File: src/rtl/fpu_divsqrt_arbiter.sv
// Round-robin arbiter sharing one iterative FP div/sqrt unit among NUM_REQS requesters.
// One operation in flight; results routed back to the owner, fflags accumulated per requester.
module fpu_divsqrt_arbiter #(
  parameter int unsigned NUM_REQS   = 4,
  parameter int unsigned DATA_WIDTH = 32,
  parameter int unsigned TAG_WIDTH  = 8
) (
  input  logic                           clk,
  input  logic                           reset,
  input  logic [NUM_REQS-1:0]            req_valid,
  output logic [NUM_REQS-1:0]            req_ready,
  input  logic [NUM_REQS-1:0]            req_op,
  input  logic [NUM_REQS*DATA_WIDTH-1:0] req_dataa,
  input  logic [NUM_REQS*DATA_WIDTH-1:0] req_datab,
  input  logic [NUM_REQS*TAG_WIDTH-1:0]  req_tag,
  output logic [NUM_REQS-1:0]            rsp_valid,
  input  logic [NUM_REQS-1:0]            rsp_ready,
  output logic [DATA_WIDTH-1:0]          rsp_result,
  output logic [TAG_WIDTH-1:0]           rsp_tag,
  output logic [4:0]                     rsp_fflags,
  output logic                           unit_req_valid,
  input  logic                           unit_req_ready,
  output logic                           unit_op,
  output logic [DATA_WIDTH-1:0]          unit_dataa,
  output logic [DATA_WIDTH-1:0]          unit_datab,
  input  logic                           unit_rsp_valid,
  output logic                           unit_rsp_ready,
  input  logic [DATA_WIDTH-1:0]          unit_result,
  input  logic [4:0]                     unit_fflags,
  input  logic [NUM_REQS-1:0]            fflags_clr,
  output logic [NUM_REQS*5-1:0]          fflags_sticky
);

  localparam int unsigned IdxW = (NUM_REQS > 1) ? $clog2(NUM_REQS) : 1;

  typedef enum logic [1:0] {StIdle, StIssue, StWait, StResp} state_e;

  state_e                  state_q;
  logic [IdxW-1:0]         rr_ptr_q, owner_q, grant_idx, cand_idx;
  logic                    grant_found, resp_fire;
  logic                    op_q;
  logic [DATA_WIDTH-1:0]   dataa_q, datab_q, result_q;
  logic [DATA_WIDTH-1:0]   sel_dataa, sel_datab;
  logic [TAG_WIDTH-1:0]    tag_q, sel_tag;
  logic [4:0]              fflags_q;
  logic [NUM_REQS*5-1:0]   sticky_q, sticky_d;
  int unsigned             cand;

  // Scan from rr_ptr upward with wrap; first valid requester wins.
  always_comb begin
    grant_found = 1'b0;
    grant_idx   = '0;
    cand        = 0;
    cand_idx    = '0;
    for (int unsigned k = 0; k < NUM_REQS; k++) begin
      cand     = (32'(rr_ptr_q) + k) % NUM_REQS;
      cand_idx = IdxW'(cand);
      if (!grant_found && req_valid[cand_idx]) begin
        grant_found = 1'b1;
        grant_idx   = cand_idx;
      end
    end
    sel_dataa = req_dataa[32'(grant_idx)*DATA_WIDTH +: DATA_WIDTH];
    sel_datab = req_datab[32'(grant_idx)*DATA_WIDTH +: DATA_WIDTH];
    sel_tag   = req_tag[32'(grant_idx)*TAG_WIDTH +: TAG_WIDTH];
  end

  // req_ready is the only combinational output; gate it so reset forces it low at once.
  assign req_ready      = (state_q == StIdle && grant_found && !reset) ?
                          (NUM_REQS'(1) << grant_idx) : '0;
  assign unit_req_valid = (state_q == StIssue);
  assign unit_rsp_ready = (state_q == StWait);
  assign rsp_valid      = (state_q == StResp) ? (NUM_REQS'(1) << owner_q) : '0;
  assign resp_fire      = (state_q == StResp) && rsp_ready[owner_q];

  assign unit_op       = op_q;
  assign unit_dataa    = dataa_q;
  assign unit_datab    = datab_q;
  assign rsp_result    = result_q;
  assign rsp_tag       = tag_q;
  assign rsp_fflags    = fflags_q;
  assign fflags_sticky = sticky_q;

  always_ff @(posedge clk or posedge reset) begin
    if (reset) begin
      state_q  <= StIdle;
      rr_ptr_q <= '0;
      owner_q  <= '0;
      op_q     <= 1'b0;
      dataa_q  <= '0;
      datab_q  <= '0;
      tag_q    <= '0;
      result_q <= '0;
      fflags_q <= '0;
    end else begin
      case (state_q)
        StIdle: begin
          if (grant_found) begin
            owner_q <= grant_idx;
            op_q    <= req_op[grant_idx];
            dataa_q <= sel_dataa;
            datab_q <= sel_datab;
            tag_q   <= sel_tag;
            state_q <= StIssue;
          end
        end
        StIssue: begin
          if (unit_req_ready) state_q <= StWait;
        end
        StWait: begin
          if (unit_rsp_valid) begin
            result_q <= unit_result;
            fflags_q <= unit_fflags;
            state_q  <= StResp;
          end
        end
        StResp: begin
          if (rsp_ready[owner_q]) begin
            rr_ptr_q <= IdxW'((32'(owner_q) + 1) % NUM_REQS);
            state_q  <= StIdle;
          end
        end
        default: state_q <= StIdle;
      endcase
    end
  end

  // Clear takes effect before the OR, so a same-cycle clear keeps only the new flags.
  always_comb begin
    sticky_d = '0;
    for (int unsigned i = 0; i < NUM_REQS; i++) begin
      sticky_d[i*5 +: 5] = (fflags_clr[i] ? 5'b0 : sticky_q[i*5 +: 5]) |
                           ((resp_fire && owner_q == IdxW'(i)) ? fflags_q : 5'b0);
    end
  end

  always_ff @(posedge clk or posedge reset) begin
    if (reset) sticky_q <= '0;
    else       sticky_q <= sticky_d;
  end

endmodule

File: config.mk
export PLATFORM = sky130hd
export DESIGN_NAME = fpu_divsqrt_arbiter
export DESIGN_NICKNAME = d
export VERILOG_FILES = /design/src/rtl/fpu_divsqrt_arbiter.sv
export SDC_FILE = /design/constraint.sdc
export NUM_CORES = 1
export LEC_CHECK = 0
export ABC_AREA = 1
export CAP_MARGIN = 40
export CELL_PAD_IN_SITES_DETAIL_PLACEMENT = 0
export CELL_PAD_IN_SITES_GLOBAL_PLACEMENT = 2
export CORE_MARGIN = 3
export CORE_UTILIZATION = 20
export CTS_CLUSTER_SIZE = 14
export DETAILED_ROUTE_END_ITERATION = 16
export HOLD_SLACK_MARGIN = 0.15
export PLACE_DENSITY_LB_ADDON = 0.1
export SETUP_SLACK_MARGIN = 0.4
export SLEW_MARGIN = 20
export SYNTH_ARGS = -nofsm -noshare
export SYNTH_HDL_FRONTEND = slang
export SYNTH_SLANG_ARGS = --single-unit
File: constraint.sdc
create_clock -name clk -period 12.1 [get_ports clk]
set_clock_uncertainty 0.2 [all_clocks]
set_input_delay 2.42 -clock clk [delete_from_list [all_inputs] [get_ports clk]]
set_output_delay 2.42 -clock clk [all_outputs]
set_load 0.02 [all_outputs]
# [After elaboration in Yosys (flattened, before gate mapping)]
# Cells that the tools add are included.
[totals] regBits=136 input_bits=345 output_inout_bits=140
[op_classes] addsub=4 order_cmp=6 n_eq_ne=10 n_shift=5 n_mux=35 bitwise_logic=4 n_reduce_logical=20
[op_table] op="$shiftx 128x8->32" n=2
[op_table] op="$mux 5" n=8
[op_table] op="$shiftx 32x6->8" n=1
[op_table] op="$or 5x5->5" n=4
[op_table] op="$lt 2x3->1 const B" n=6
[op_table] op="$mux 2" n=8
[op_table] op="$bmux 1 s2" n=6
[op_table] op="$logic_and 1x1->1" n=10
[op_table] op="$mux 1" n=10
[op_table] op="$eq 2x2->1 const B" n=4
[op_table] op="$mux 4" n=2
[op_table] op="$pmux 2 s4" n=1
[op_table] op="$shl 1x2->4 const A" n=2
[op_table] op="$reduce_and 2->1" n=3
[op_table] op="$add 2x1->2 const B" n=2
[op_table] op="$add 2x2->2 const B" n=2
[op_table] op="$eq 2x1->1 const B" n=2
[op_table] op="$logic_not 1->1" n=4
[op_table] op="$logic_not 2->1" n=2
[op_table] op="$ne 2x1->1 const B" n=2
[op_table] op="$ne 2x2->1 const B" n=2
[op_table] op="$reduce_and 4->1" n=1

# [Depth between registers and ports, before layout]
[depth] ltp_word=15 mapped_depth=18 ltp_nobuf=15

# [Worst setup path before layout]
# No wires, ideal clock.
[synth_timing] kind="input port to output port" start="input port reset" end="output port req_ready[2]" arrival_time_ps=6315 path_slack_ps=3165 cell_stages=3 path_buffers=0 path_cell_list="inv_1 > nand2_1 > nor3_1"
[synth_between] elab_chain_len=3
[synth_rtl] element="start, declared" line_no="9" source="input logic reset,"
[synth_rtl] element="$logic_not 1->1 (no source line)"
[synth_rtl] element="$logic_and 1x1->1" line_no="69" source="assign req_ready = (state_q == StIdle && grant_found && !reset) ?"
[synth_rtl] element="$mux 4" line_no="69"
[synth_rtl] element="end, declared" line_no="11" source="output logic [NUM_REQS-1:0] req_ready,"
# Every way passes these cells.

# [Final worst setup path]
[layout_timing] start="input port req_valid[3]" end="output port req_ready[0]"
[layout_between] elab_chain_len=15 elab_cells_between_ends=26 cone_classes="1 x shift; 17 x mux; 8 x reduce/logical"
[layout_rtl] element="start, declared" line_no="10" source="input logic [NUM_REQS-1:0] req_valid,"
[layout_rtl] element="$bmux 1 s2" line_no="58" source="if (!grant_found && req_valid[cand_idx]) begin"
[layout_rtl] element="$mux 1 (not written as such)" line_no="58"
[layout_rtl] element="$mux 1" line_no="58"
[layout_rtl] element="$logic_not 1->1" line_no="58"
[layout_rtl] element="$logic_and 1x1->1" line_no="58"
[layout_rtl] element="$mux 1" line_no="58"
[layout_rtl] element="$logic_not 1->1" line_no="58"
[layout_rtl] element="$logic_and 1x1->1" line_no="58"
[layout_rtl] element="$mux 1" line_no="58"
[layout_rtl] element="$logic_not 1->1" line_no="58"
[layout_rtl] element="$logic_and 1x1->1" line_no="58"
[layout_rtl] element="$mux 1" line_no="58"
[layout_rtl] element="$logic_and 1x1->1 (2 in a row)" line_no="69"
[layout_rtl] element="$mux 4 (*)" line_no="69"
# Every way passes the cells marked *; elsewhere a longest branch is shown, timed or not. The select of a mux whose other input is x is not followed.

==> impl_metrics.yaml <==
detailed_routing:
  drc_errors: 0
  drt_first_iter_violations: 447
  drt-pass1-iter-count: 6
  final_antenna_net_count: 0
  num_vias: 9851
  wl_per_cell_um: 18.0
  route.detailed.vias_per_inst: 4.28
  postRouteWirelength_um: 41500
timing:
  setup_viol_count_final: 0
  post-route-period-util_pct: 64.2
  layout_setup_ws_ns: 4.33
  timing.final.hold_violations: 0
  slew-limit-headroom_pct: 45.7
  finalSetupTns_ns: 0
  grt_setup_unrepaired: "no"
  final.min_clock_period_ns: 7.77
  report.final.slew_viol_count: 0
  clock.fmax_ghz: 0.129
  timing_worst_slew_pin_value_ns: 0.814
power_and_ir_drop:
  power_density_nw_per_um2: 300
  pwr-share-comb_pct: 69.8
  sw_frac_of_total_pct: 51.8
  ir_worst_vdd_mv: 0.202
  clock_group_share_of_total_power_pct: 12.7
  power_switching_uw: 2270
  leakagePower_uw: 0.00714
  intPower_uw: 2110
  pwr-share-seq_pct: 17.4
global_route:
  number_of_antenna_violations_at_the_first_check_in_global_routing: 9
  first_global_vias: 9931
  grt_use_total_pct: 17.8
  grt_max_degree: 72
  overflow: 0
  wire_length_of_the_first_global_routing_pass_um: 61100
floorplan:
  floorplan.initialDensity_pct: 20.4
  design.die.area_sq_um: 45400
  core_area_sq_um: 42100
  ios: 485
  placement_rows: 75
  dieWidth_um: 213
  die_h_um: 213
cts:
  cts_made_buffers: 17
  clock_tree_from_tritoncts: "done"
  post_cts_resize_count: 0
  tritoncts_sinks: 136
  holdBufCountCts: 0
  cts-htree-levels: 4
  clk-insertion-delay-late_ns: 0.43
  clock_root_buffer: "sky130_fd_sc_hd__clkbuf_16"
  cts.reportedPaths.clkPinSlew_ns: 0.06
  cts_setup_buffers: 0
  clk_path_buf_depth: 2
logic_synthesis:
  yosysSeqAreaShare_pct: 39.7
  yosys.cell_types.count: 24
  yosysWarningCount: 0
  syn-instance-count: 1305
  mapped_avg_cell_area_sq_um: 6.57
  synth.net_count: 1659
  synth_seq_cells: 136
  mapped_area_sq_um: 8570
layout:
  finalNetCount: 2095
  flow.area_growth_from_synthesis_pct: 70.1
  utilization_pct: 34.6
  layout.cells.most_common_list: "sky130_fd_sc_hd__nand2_1 (777), sky130_fd_sc_hd__clkdlybuf4s50_1 (484), sky130_fd_sc_hd__nand3_1 (153)"
  drive_gt1_share_pct: 5.59
  final_common_cell: "sky130_fd_sc_hd__nand2_1"
place:
  gpl.final_weighted_congestion: 0.780
  io_buffer_count: 484
  post-dp-hpwl_um: 31300
  place_worst_setup_slack_ns: 4.29
setup_path:
  critPathLaunchType: "input pin"
  worst_ep_required_time_ns: 9.48
  setup.worst_path.class: "input pin to output port"
  cp.arrival_ns: 5.15
  setup.worst_path.end_class: "output port"
  worst-path-max-fanout: 48
hold_path:
  min_path_type: "flop to flop"
run_status:
  run_status: "complete, no violations"
job:
  drv.max_cap_violation_count: 0
-- final timing paths --
check / slack [ns] / depth (start not counted) / end / start
worst max-delay path: 4.33 / 12 / req_ready[0] / req_valid[3]
worst min-delay path: 0.28 / 2 / unit_datab[6] / unit_datab[6]
worst max register to register: 8.49 / 16 / rsp_tag[3] / rr_ptr_q[0]
worst min register to register: 0.28 / 2 / unit_datab[6] / unit_datab[6]
max in group asynchronous: 8.19 / 4 / rsp_result[13] / reset
min in group asynchronous: 2.27 / 2 / rsp_result[23] / reset
-- layer usage --
layer / vias up / wire length, um / global-route usage, %
met3: 31 / 3310 / 5.54
met2: 303 / 20300 / 30.6
met5: - / 27 / 0
met1: 4555 / 17100 / 21.3
li1: 4958 / - / -
met4: 4 / 726 / 5.53
-- sequential cells by signal (all words and copies together) (netlist names) --
signal / cells
unit_op: 1
state_q: 2
rsp_result: 32
unit_dataa: 32
rsp_tag: 8
fflags_sticky: 20
rr_ptr_q: 2
unit_datab: 32
rsp_fflags: 5
owner_q: 2
-- Yosys cell counts --
cell,number,share of area [%]
sky130_fd_sc_hd__nand3_1,154,9.0
sky130_fd_sc_hd__nand4_1,1,0.073
sky130_fd_sc_hd__o22a_1,1,0.10
sky130_fd_sc_hd__nor2_4,1,0.13
sky130_fd_sc_hd__nor3_1,5,0.29
sky130_fd_sc_hd__inv_1,44,1.9
sky130_fd_sc_hd__buf_2,42,2.5
sky130_fd_sc_hd__buf_6,2,0.26
sky130_fd_sc_hd__o22ai_1,21,1.5
sky130_fd_sc_hd__a31oi_1,1,0.073
sky130_fd_sc_hd__buf_4,20,1.8
sky130_fd_sc_hd__o21ai_1,2,0.12
sky130_fd_sc_hd__buf_1,7,0.31
sky130_fd_sc_hd__clkbuf_1,15,0.66
sky130_fd_sc_hd__nand2_2,2,0.15
sky130_fd_sc_hd__inv_2,6,0.26
sky130_fd_sc_hd__o21ai_0,6,0.35
sky130_fd_sc_hd__nand2_1,779,34
sky130_fd_sc_hd__mux2_2,32,4.2
sky130_fd_sc_hd__dfrtp_1,136,40
sky130_fd_sc_hd__nor2_1,9,0.39
sky130_fd_sc_hd__a21oi_1,8,0.47
sky130_fd_sc_hd__ha_1,9,1.3
sky130_fd_sc_hd__nand3_4,2,0.41
-- cell type report --
class                           instances  area [sq um]
Fill cell                            4601         27500
Timing Repair Buffer                  503          5140
Multi-Input combinational cell       1033          4550
Sequential cell                       136          3400
Tap cell                              539           674
Clock buffer                           17           425
Inverter                               50           195
Clock inverter                         15           188
Antenna cell                            8          20.0
-- kinds of logic (layout without fill, tap and decap cells) --
family / after synthesis / after routing / share of synthesized area [%]
AOI/OAI and AO/OA: 39 / 39 / 2.64
buffers and inverters: 136 / 585 / 7.62
DFF: 136 / 136 / 39.7
and+or+nand+nor: 953 / 953 / 44.5
muxes: 32 / 32 / 4.20
other: 0 / 8 / 0
adders and majority gates: 9 / 9 / 1.31
-- power groups by stage --
stage,Clock [uW],Sequential (uW),Combinational [uW]
finish,558,763,3060
global route,596,789,3460
CTS,579,766,3150
detailed placement,0,770,3140
global placement,0,766,3040
floorplan,0,984,1770
-- worst max-delay path, cell delays in order --
cell                              delay [ns]
sky130_fd_sc_hd__clkdlybuf4s50_1        0.43
sky130_fd_sc_hd__inv_1                  0.08
sky130_fd_sc_hd__nand2_1                0.06
sky130_fd_sc_hd__nand3_1                0.12
sky130_fd_sc_hd__nand2_1                0.13
sky130_fd_sc_hd__nor2_4                 0.17
sky130_fd_sc_hd__nand3_4                0.32
sky130_fd_sc_hd__buf_16                 0.32
sky130_fd_sc_hd__nand3_4                0.19
sky130_fd_sc_hd__inv_2                  0.05
sky130_fd_sc_hd__nor3_1                 0.19
sky130_fd_sc_hd__clkdlybuf4s50_1        0.63
-- stage by stage --
stage | area [sq um] | cells | power [uW] | hold WS [ns]
after CTS | 14600 | 2293 | 4490 | 0.281
after floorplan | 8570 | 1305 | 2760 | 0.372
final | 14600 | 2301 | 4380 | 0.276
after global routing | 14600 | 2299 | 4850 | 0.296
after detailed placement | 14000 | 2261 | 3910 | 0.264
after global placement | 13700 | 2252 | 3810 | 0.261
(Power assumes the default switching activity.)
